$ cat config.mk
export PLATFORM = sky130hd
export DESIGN_NAME = id_ex_reg
export DESIGN_NICKNAME = d
export VERILOG_FILES = /design/src/rtl/riscv_pkg.sv /design/src/rtl/pipe_reg_en_clr.sv /design/src/rtl/id_ex_reg.sv
export SDC_FILE = /design/constraint.sdc
export NUM_CORES = 1
export LEC_CHECK = 0
export ABC_AREA = 1
export CORE_AREA = 4 4 143 145
export CTS_CLUSTER_DIAMETER = 120
export DETAILED_ROUTE_END_ITERATION = 10
export DIE_AREA = 0 0 147 149
export PLACE_DENSITY_LB_ADDON = 0.2
export SLEW_MARGIN = 5
export SYNTH_ARGS = -nofsm -noshare
export SYNTH_HDL_FRONTEND = slang
export SYNTH_SLANG_ARGS = --single-unit
$ cat constraint.sdc
create_clock -name clk -period 1.56 [get_ports clk]
set_input_delay 0.156 -clock clk [delete_from_list [all_inputs] [get_ports clk]]
set_output_delay 0.156 -clock clk [all_outputs]
set_load 0.02 [all_outputs]
$ cat src/rtl/riscv_pkg.sv
// Shared RV32I core constants: datapath width, result-source and ALU encodings,
// and register-index helpers used by the pipeline registers.
package riscv_pkg;

  localparam int XLEN_DEFAULT      = 32;
  localparam int ALUCTRL_W_DEFAULT = 3;
  localparam int REG_W             = 5;

  localparam logic [REG_W-1:0] REG_ZERO = 5'd0;

  localparam logic [1:0] RESULT_ALU = 2'b00;
  localparam logic [1:0] RESULT_MEM = 2'b01;
  localparam logic [1:0] RESULT_PC4 = 2'b10;

  localparam logic [ALUCTRL_W_DEFAULT-1:0] ALU_ADD = 3'b000;
  localparam logic [ALUCTRL_W_DEFAULT-1:0] ALU_SUB = 3'b001;
  localparam logic [ALUCTRL_W_DEFAULT-1:0] ALU_AND = 3'b010;
  localparam logic [ALUCTRL_W_DEFAULT-1:0] ALU_OR  = 3'b011;
  localparam logic [ALUCTRL_W_DEFAULT-1:0] ALU_XOR = 3'b100;
  localparam logic [ALUCTRL_W_DEFAULT-1:0] ALU_SLT = 3'b101;
  localparam logic [ALUCTRL_W_DEFAULT-1:0] ALU_SLL = 3'b110;
  localparam logic [ALUCTRL_W_DEFAULT-1:0] ALU_SRL = 3'b111;

endpackage

$ cat src/rtl/pipe_reg_en_clr.sv
// Generic pipeline register with synchronous reset, clear (bubble) and load enable.
// Priority: reset > clr > en.
module pipe_reg_en_clr #(
  parameter int WIDTH = 1
) (
  input  logic             clk,
  input  logic             reset,
  input  logic             en,
  input  logic             clr,
  input  logic [WIDTH-1:0] d,
  output logic [WIDTH-1:0] q
);

  always_ff @(posedge clk) begin
    if (reset)     q <= '0;
    else if (clr)  q <= '0;
    else if (en)   q <= d;
  end

endmodule

$ cat src/rtl/id_ex_reg.sv
// Decode-to-execute pipeline register with stall/flush and load-use detection.
// Optional macro ID_EX_PERF_EN adds bubble_cnt/stall_cnt performance counters.
module id_ex_reg
  import riscv_pkg::*;
#(
  parameter int XLEN      = riscv_pkg::XLEN_DEFAULT,
  parameter int ALUCTRL_W = riscv_pkg::ALUCTRL_W_DEFAULT
) (
  input  logic                 clk,
  input  logic                 reset,
  input  logic                 stall_e,
  input  logic                 flush_e,
  input  logic                 valid_d,
  input  logic [XLEN-1:0]      pc_d,
  input  logic [XLEN-1:0]      pc_plus4_d,
  input  logic [XLEN-1:0]      rd1_d,
  input  logic [XLEN-1:0]      rd2_d,
  input  logic [XLEN-1:0]      imm_ext_d,
  input  logic [4:0]           rs1_d,
  input  logic [4:0]           rs2_d,
  input  logic [4:0]           rd_d,
  input  logic                 reg_write_d,
  input  logic [1:0]           result_src_d,
  input  logic                 mem_write_d,
  input  logic                 jump_d,
  input  logic                 branch_d,
  input  logic                 alu_src_d,
  input  logic [ALUCTRL_W-1:0] alu_control_d,
`ifdef ID_EX_PERF_EN
  output logic [31:0]          bubble_cnt,
  output logic [31:0]          stall_cnt,
`endif
  output logic                 valid_e,
  output logic [XLEN-1:0]      pc_e,
  output logic [XLEN-1:0]      pc_plus4_e,
  output logic [XLEN-1:0]      rd1_e,
  output logic [XLEN-1:0]      rd2_e,
  output logic [XLEN-1:0]      imm_ext_e,
  output logic [4:0]           rs1_e,
  output logic [4:0]           rs2_e,
  output logic [4:0]           rd_e,
  output logic                 reg_write_e,
  output logic [1:0]           result_src_e,
  output logic                 mem_write_e,
  output logic                 jump_e,
  output logic                 branch_e,
  output logic                 alu_src_e,
  output logic [ALUCTRL_W-1:0] alu_control_e,
  output logic                 load_use_d
);

  localparam int DATA_GW = 5*XLEN + 2*REG_W + 3 + ALUCTRL_W;
  localparam int CTRL_GW = 1 + REG_W + 4;

  logic               load_en;
  logic [DATA_GW-1:0] data_d, data_q;
  logic [CTRL_GW-1:0] ctrl_d, ctrl_q;

  assign load_en = ~stall_e;

  assign data_d = {pc_d, pc_plus4_d, rd1_d, rd2_d, imm_ext_d,
                   rs1_d, rs2_d, result_src_d, alu_src_d, alu_control_d};

  // An invalid decode slot still carries data, but must not write anything or name a destination.
  assign ctrl_d = {valid_d, rd_d & {REG_W{valid_d}}, reg_write_d & valid_d,
                   mem_write_d & valid_d, jump_d & valid_d, branch_d & valid_d};

  pipe_reg_en_clr #(.WIDTH(DATA_GW)) u_data (
    .clk(clk), .reset(reset), .en(load_en), .clr(flush_e), .d(data_d), .q(data_q)
  );

  pipe_reg_en_clr #(.WIDTH(CTRL_GW)) u_ctrl (
    .clk(clk), .reset(reset), .en(load_en), .clr(flush_e), .d(ctrl_d), .q(ctrl_q)
  );

  assign {pc_e, pc_plus4_e, rd1_e, rd2_e, imm_ext_e,
          rs1_e, rs2_e, result_src_e, alu_src_e, alu_control_e} = data_q;
  assign {valid_e, rd_e, reg_write_e, mem_write_e, jump_e, branch_e} = ctrl_q;

  assign load_use_d = valid_d & valid_e & (result_src_e == RESULT_MEM) &
                      (rd_e != REG_ZERO) & ((rd_e == rs1_d) | (rd_e == rs2_d));

`ifdef ID_EX_PERF_EN
  always_ff @(posedge clk) begin
    if (reset) begin
      bubble_cnt <= '0;
      stall_cnt  <= '0;
    end else begin
      if (flush_e | (~stall_e & ~valid_d)) bubble_cnt <= bubble_cnt + 32'd1;
      if (stall_e & ~flush_e)              stall_cnt  <= stall_cnt + 32'd1;
    end
  end
`endif

endmodule

Word-level counts from Yosys, hierarchy flattened
Index checks and enable logic that the tools add are counted.
{"block": "word_totals", "out_inout_bits": 187, "mem_count": 0, "romBits": 0, "inputBits": 190, "latchBits": 0, "reg_bits": 186, "ramBits": 0}
{"block": "op_classes", "n_reduce_logical": 2, "mux": 0, "n_div": 0, "n_bitwise": 10, "n_eq_ne": 3, "shift": 0, "n_mul": 0, "order_cmp": 0, "n_addsub": 0}
{"op": "$eq A5 B5 Y1", "count": 2}
{"op": "$and A1 B1 Y1", "count": 8}
{"op": "$and A5 B5 Y5", "count": 1}
{"op": "$reduce_bool A5 Y1", "count": 1}
{"op": "$eq A2 B1 Y1 const B", "count": 1}
{"op": "$reduce_or A2 Y1", "count": 1}
{"op": "$or A1 B1 Y1", "count": 1}

Depth between registers and ports, before layout
{"block": "logic_depth", "depth_word": 4, "ltp_mapped": 6, "ltp_nobuf": 6}

Hierarchy
Synthesis repeated with hierarchy kept, for this count alone.
{"block": "hier_totals", "cells_unflattened": 1245, "area_unflattened_um2": 7870.0}
{"module": "pipe_reg_en_clr at u_data", "instances": 1, "cells_per_inst": 1115, "area_per_inst_um2": 7183.1, "seq_area_each_um2": 3523.4}
{"module": "pipe_reg_en_clr at u_ctrl", "instances": 1, "cells_per_inst": 63, "area_per_inst_um2": 409.1, "seq_area_each_um2": 200.2}
{"module": "id_ex_reg", "instances": 1, "cells_per_inst": 67, "area_per_inst_um2": 277.8, "seq_area_each_um2": 0.0}

Worst setup path before layout
Ideal clock, no wire load.
{"block": "synth_path", "kind": "flip-flop to output port", "startpoint": "reg u_ctrl.q[8]", "endpoint": "out load_use_d", "arrival_time_ps": 1205, "path_buffers": 0, "path_slack_ps": 199, "path_stages_with_launch": 7, "required_time_ps": 1404, "path_cell_list": "dfxtp_1 -> inv_1 -> nand2_1 -> nand2_1 -> nor2_1 -> nand3_1 -> a21oi_1"}
{"block": "synth_via", "elab_chain_len": 3, "elab_cells_between_ends": 6}
{"element": "start, declared", "line_no": "pipe_reg_en_clr.sv:11", "source": "output logic [WIDTH-1:0] q"}
{"element": "start signal, assigned", "line_no": "pipe_reg_en_clr.sv:15", "source": "if (reset) q <= '0;"}
{"element": "start signal, assigned", "line_no": "pipe_reg_en_clr.sv:16", "source": "else if (clr) q <= '0;"}
{"element": "start signal, assigned", "line_no": "pipe_reg_en_clr.sv:17", "source": "else if (en) q <= d;"}
{"element": "$eq A5 B5 Y1 or $reduce_bool A5 Y1 (tied branches)", "line_no": "id_ex_reg.sv:81", "source": "(rd_e != REG_ZERO) & ((rd_e == rs1_d) | (rd_e == rs2_d));"}
{"element": "$or A1 B1 Y1 or $and A1 B1 Y1 (tied branches)", "line_no": "id_ex_reg.sv:81, id_ex_reg.sv:80"}
{"element": "$and A1 B1 Y1 (*)", "line_no": "id_ex_reg.sv:81"}
{"element": "end, declared", "line_no": "id_ex_reg.sv:49", "source": "output logic load_use_d"}
Every way passes the cells marked *; elsewhere a longest branch is shown, timed or not.

Worst setup path in the final report
{"block": "layout_path", "startpoint": "reg u_ctrl.q[4]", "endpoint": "out load_use_d"}
The elaborated chain is that of the path after synthesis.

==> impl_metrics.yaml <==
sta:
  hold_violations: 0
  relSlewSlack: 0.640
  tightest_slew_ps: 540
  tns_ps: -50.3
  rsz0062_at_grt: "yes"
  min_period_ps: 1610
  drv_slew: 0
  fin_worst_skew_ps: 0
  finalSetupViolations: 1
  post-route-period-util: 1.03
  fmax_ghz: 0.621
  setup_ws_ps: -50.3
cells_and_area:
  drive_above_1_share: 0.144
  regArea_um2: 3730
  areaGrowthSynthToFinish_pct: 68.6
  postLayoutCellArea_um2: 11800
  fillers: 1695
  nNetsFinal: 1401
  final_core_util: 0.617
  multi_input_area_um2: 2890
  n_antenna_cell: 0
route:
  remaining_drc_errors: 0
  drtAntennaViolNets: 0
  vias: 6744
  routed_wl_mm: 23.0
  dr.pass1.iters: 4
  wl_per_cell_um: 15.5
  drtIter0Drc: 220
  routed_via_density: 4.53
logic_synthesis:
  syn_nets: 1040
  synth_ff_type: "dfxtp_1"
  synth.mux.area_fraction: 0
  post_synth_num_cell_types: 18
  synth_edf_count: 0
  synth_fa_ha_area_frac: 0
  synth-seq-cells: 186
  yosysTopAreaCell: "dfxtp_1"
  synthCells: 850
  synth_commonest_cells: "380 x nand2_1, 186 x dfxtp_1, 102 x a21oi_2, 80 x a21oi_1, 23 x clkbuf_1"
  synth_top_area_frac: 0.530
  yosysSeqAreaShare: 0.530
  synthSimpleGateAreaFrac: 0.215
  postSynthAreaPerCell_um2: 8.27
  synthTopCellsByArea: "dfxtp_1 53%, nand2_1 20%, a21oi_2 13%, a21oi_1 5.7%, buf_6 2.7%"
  synthXorXnorAreaFrac: 0.00374
  synth_most_common_cell: "nand2_1"
  synth_warnings: 0
  syn_area_um2: 7030
  synth-compound-area-share: 0.189
  async_flop_share: 0
  synth_top_family_by_area: "simple AND/OR/NAND/NOR gates"
global_route:
  grt_overflow_total: 0
  antenna_found_initial: 0
  grt_usage: 0.201
  grt_pass1_wl_mm: 35.3
  grt_max_degree: 95
  grt_pass1_vias: 6647
power_and_ir_drop:
  p_leak_nw: 6.33
  ir_worst_vdd_mv: 0.696
  total_power_mw: 10.8
  pwr-share-comb: 0.145
  pwr-share-clk: 0.395
  netSwitchingPower_mw: 2.73
  pwr_density_cell_nw_per_um2: 913
  p_seq_frac: 0.459
  power_switching_share: 0.252
  internal-power_mw: 8.08
run:
  maxCapViolCount: 0
cts:
  clkTransAtPathRegs_ps: 70
  cts_sinks: 186
  cts_tree: "built"
  clock_latency_ps: 420
  cts-buffers-inserted: 17
  hold_buffers: 0
  cts_root_buffer: "clkbuf_16"
  clk_path_buf_depth: 2
  htreeDepth: 4
worst_setup_path:
  start_kind: "register"
  slowest_stage: "dfxtp_4"
  worstReg2RegStart: "u_ctrl.q[7]"
  cp_num_buf_inv: 1
  r2r-end: "u_ctrl.q[7]"
  critical-path-top-delay-family: "flip-flops"
  reg2regPathDepth: 4
  crit_start: "u_ctrl.q[4]"
  rrSetupSlack_ps: 730
  cp.depth: 6
  cp_cell_sequence: "nor2_2 > nor2_1 > nor2_1 > nand3_1 > a21oi_2 > buf_6"
  cp.required_ps: 1400
  path_class: "register to output port"
  critPathCapture: "load_use_d"
  slowest_delay_ps: 370
  cp.arrival_ps: 1450
  path_max_fanout: 7
  cp-end-kind: "output port"
  cp_common_cell: "nor2_1"
place:
  gp_congestion: 0.802
  dp_hpwl_mm: 16.3
  placed_area_um2: 11000
  portBuffers: 376
hold_path:
  min_path_type: "input port to register"
outcome:
  failed_checks: "setup timing"
  status: "finished, violations left"
floorplanning:
  io_pins: 377
  die_w_um: 147
  start_util: 0.366
  core_area_um2: 19200
  core.rowCount: 51
  die_h_um: 149
  die_area_um2: 21900
## routing by layer
layer	vias to the layer above	track usage	wire length (µm)
met5	-	0	0
met4	0	0.0704	621
met3	40	0.0814	2100
met2	247	0.336	11000
met1	3030	0.234	9280
li1	3427	-	-
## power by group through the flow
stage,Combinational (mW),Sequential (mW),Clock (mW)
6_report,1.57,4.96,4.28
5_1_grt,1.69,4.98,4.59
4_1_cts,1.60,4.97,4.37
3_5_place_dp,1.62,5.08,0
3_3_place_gp,1.62,5.08,0
2_1_floorplan,0.530,5.26,0
## cells by family after synthesis
group,count (synthesis)
AND/OR/NAND/NOR,400
AO/OA/AOI/OAI,187
flip-flops,186
buffers and inverters,74
XOR/XNOR,3
## stage by stage
stage	setup WS [ps]	hold slack, ps	cells
floorplan	199	297	850
global placement	-392	442	1456
detailed placement	-422	452	1456
CTS	-110	20.4	1488
global route	-148	38.0	1489
finish	-50.3	38.6	1489
## sequential cells by signal, summed over array words and instances (netlist names)
| signal | flops |
|---|---|
| u_data.q | 176 |
| u_ctrl.q | 10 |
## worst register-to-register path: cells and delay by family (launching register included)
kind            cells  cell delay (ps)
flops               1              330
buf+inv             2              270
compound gates      1               60
simple gates        1               50
## area by class of cell
cell class,count,area share
Clock buffer,20,0.0369
Clock inverter,12,0.0116
Inverter,13,0.00454
Multi-Input combinational cell,590,0.244
Sequential cell,186,0.315
Tap cell,265,0.0280
Timing Repair Buffer,403,0.360
## worst min path at each step
stage	startpoint	end	slack, ps	cells past startpoint
2_1_floorplan	pc_plus4_d[18]	u_data.q[130]	300	2
5_1_grt	stall_e	u_ctrl.q[9]	40	3
4_1_cts	stall_e	u_data.q[5]	20	3
3_5_place_dp	u_data.q[160]	u_data.q[160]	450	2
6_report	stall_e	u_ctrl.q[8]	40	3
3_3_place_gp	u_data.q[160]	u_data.q[160]	440	2
## layout by cell type, fill, tap and decap left out, types with 3 or more instances in the layout
cell,instances
nand2_1,377
clkdlybuf4s50_1,214
dfxtp_1,181
dlymetal6s2s_1,112
a21oi_2,103
a21oi_1,79
dlygate4sd2_1,48
buf_4,21
clkbuf_16,17
nor2_1,11
inv_1,9
buf_12,6
inv_6,5
a211oi_1,5
clkinvlp_4,5
nand3_1,4
nor2_2,3
nand2_2,3
clkbuf_1,3
dfxtp_2,3
## what timing repair did
| action | 4_1_cts | 5_1_grt |
|---|---|---|
| resized for setup | 58 | 124 |
| pin swaps | 0 | 8 |
| endpoints found under the setup margin | 49 | 114 |
| cloned | 0 | 0 |
| buffers inserted | 0 | 1 |
Power figures use the tool's default switching activity.
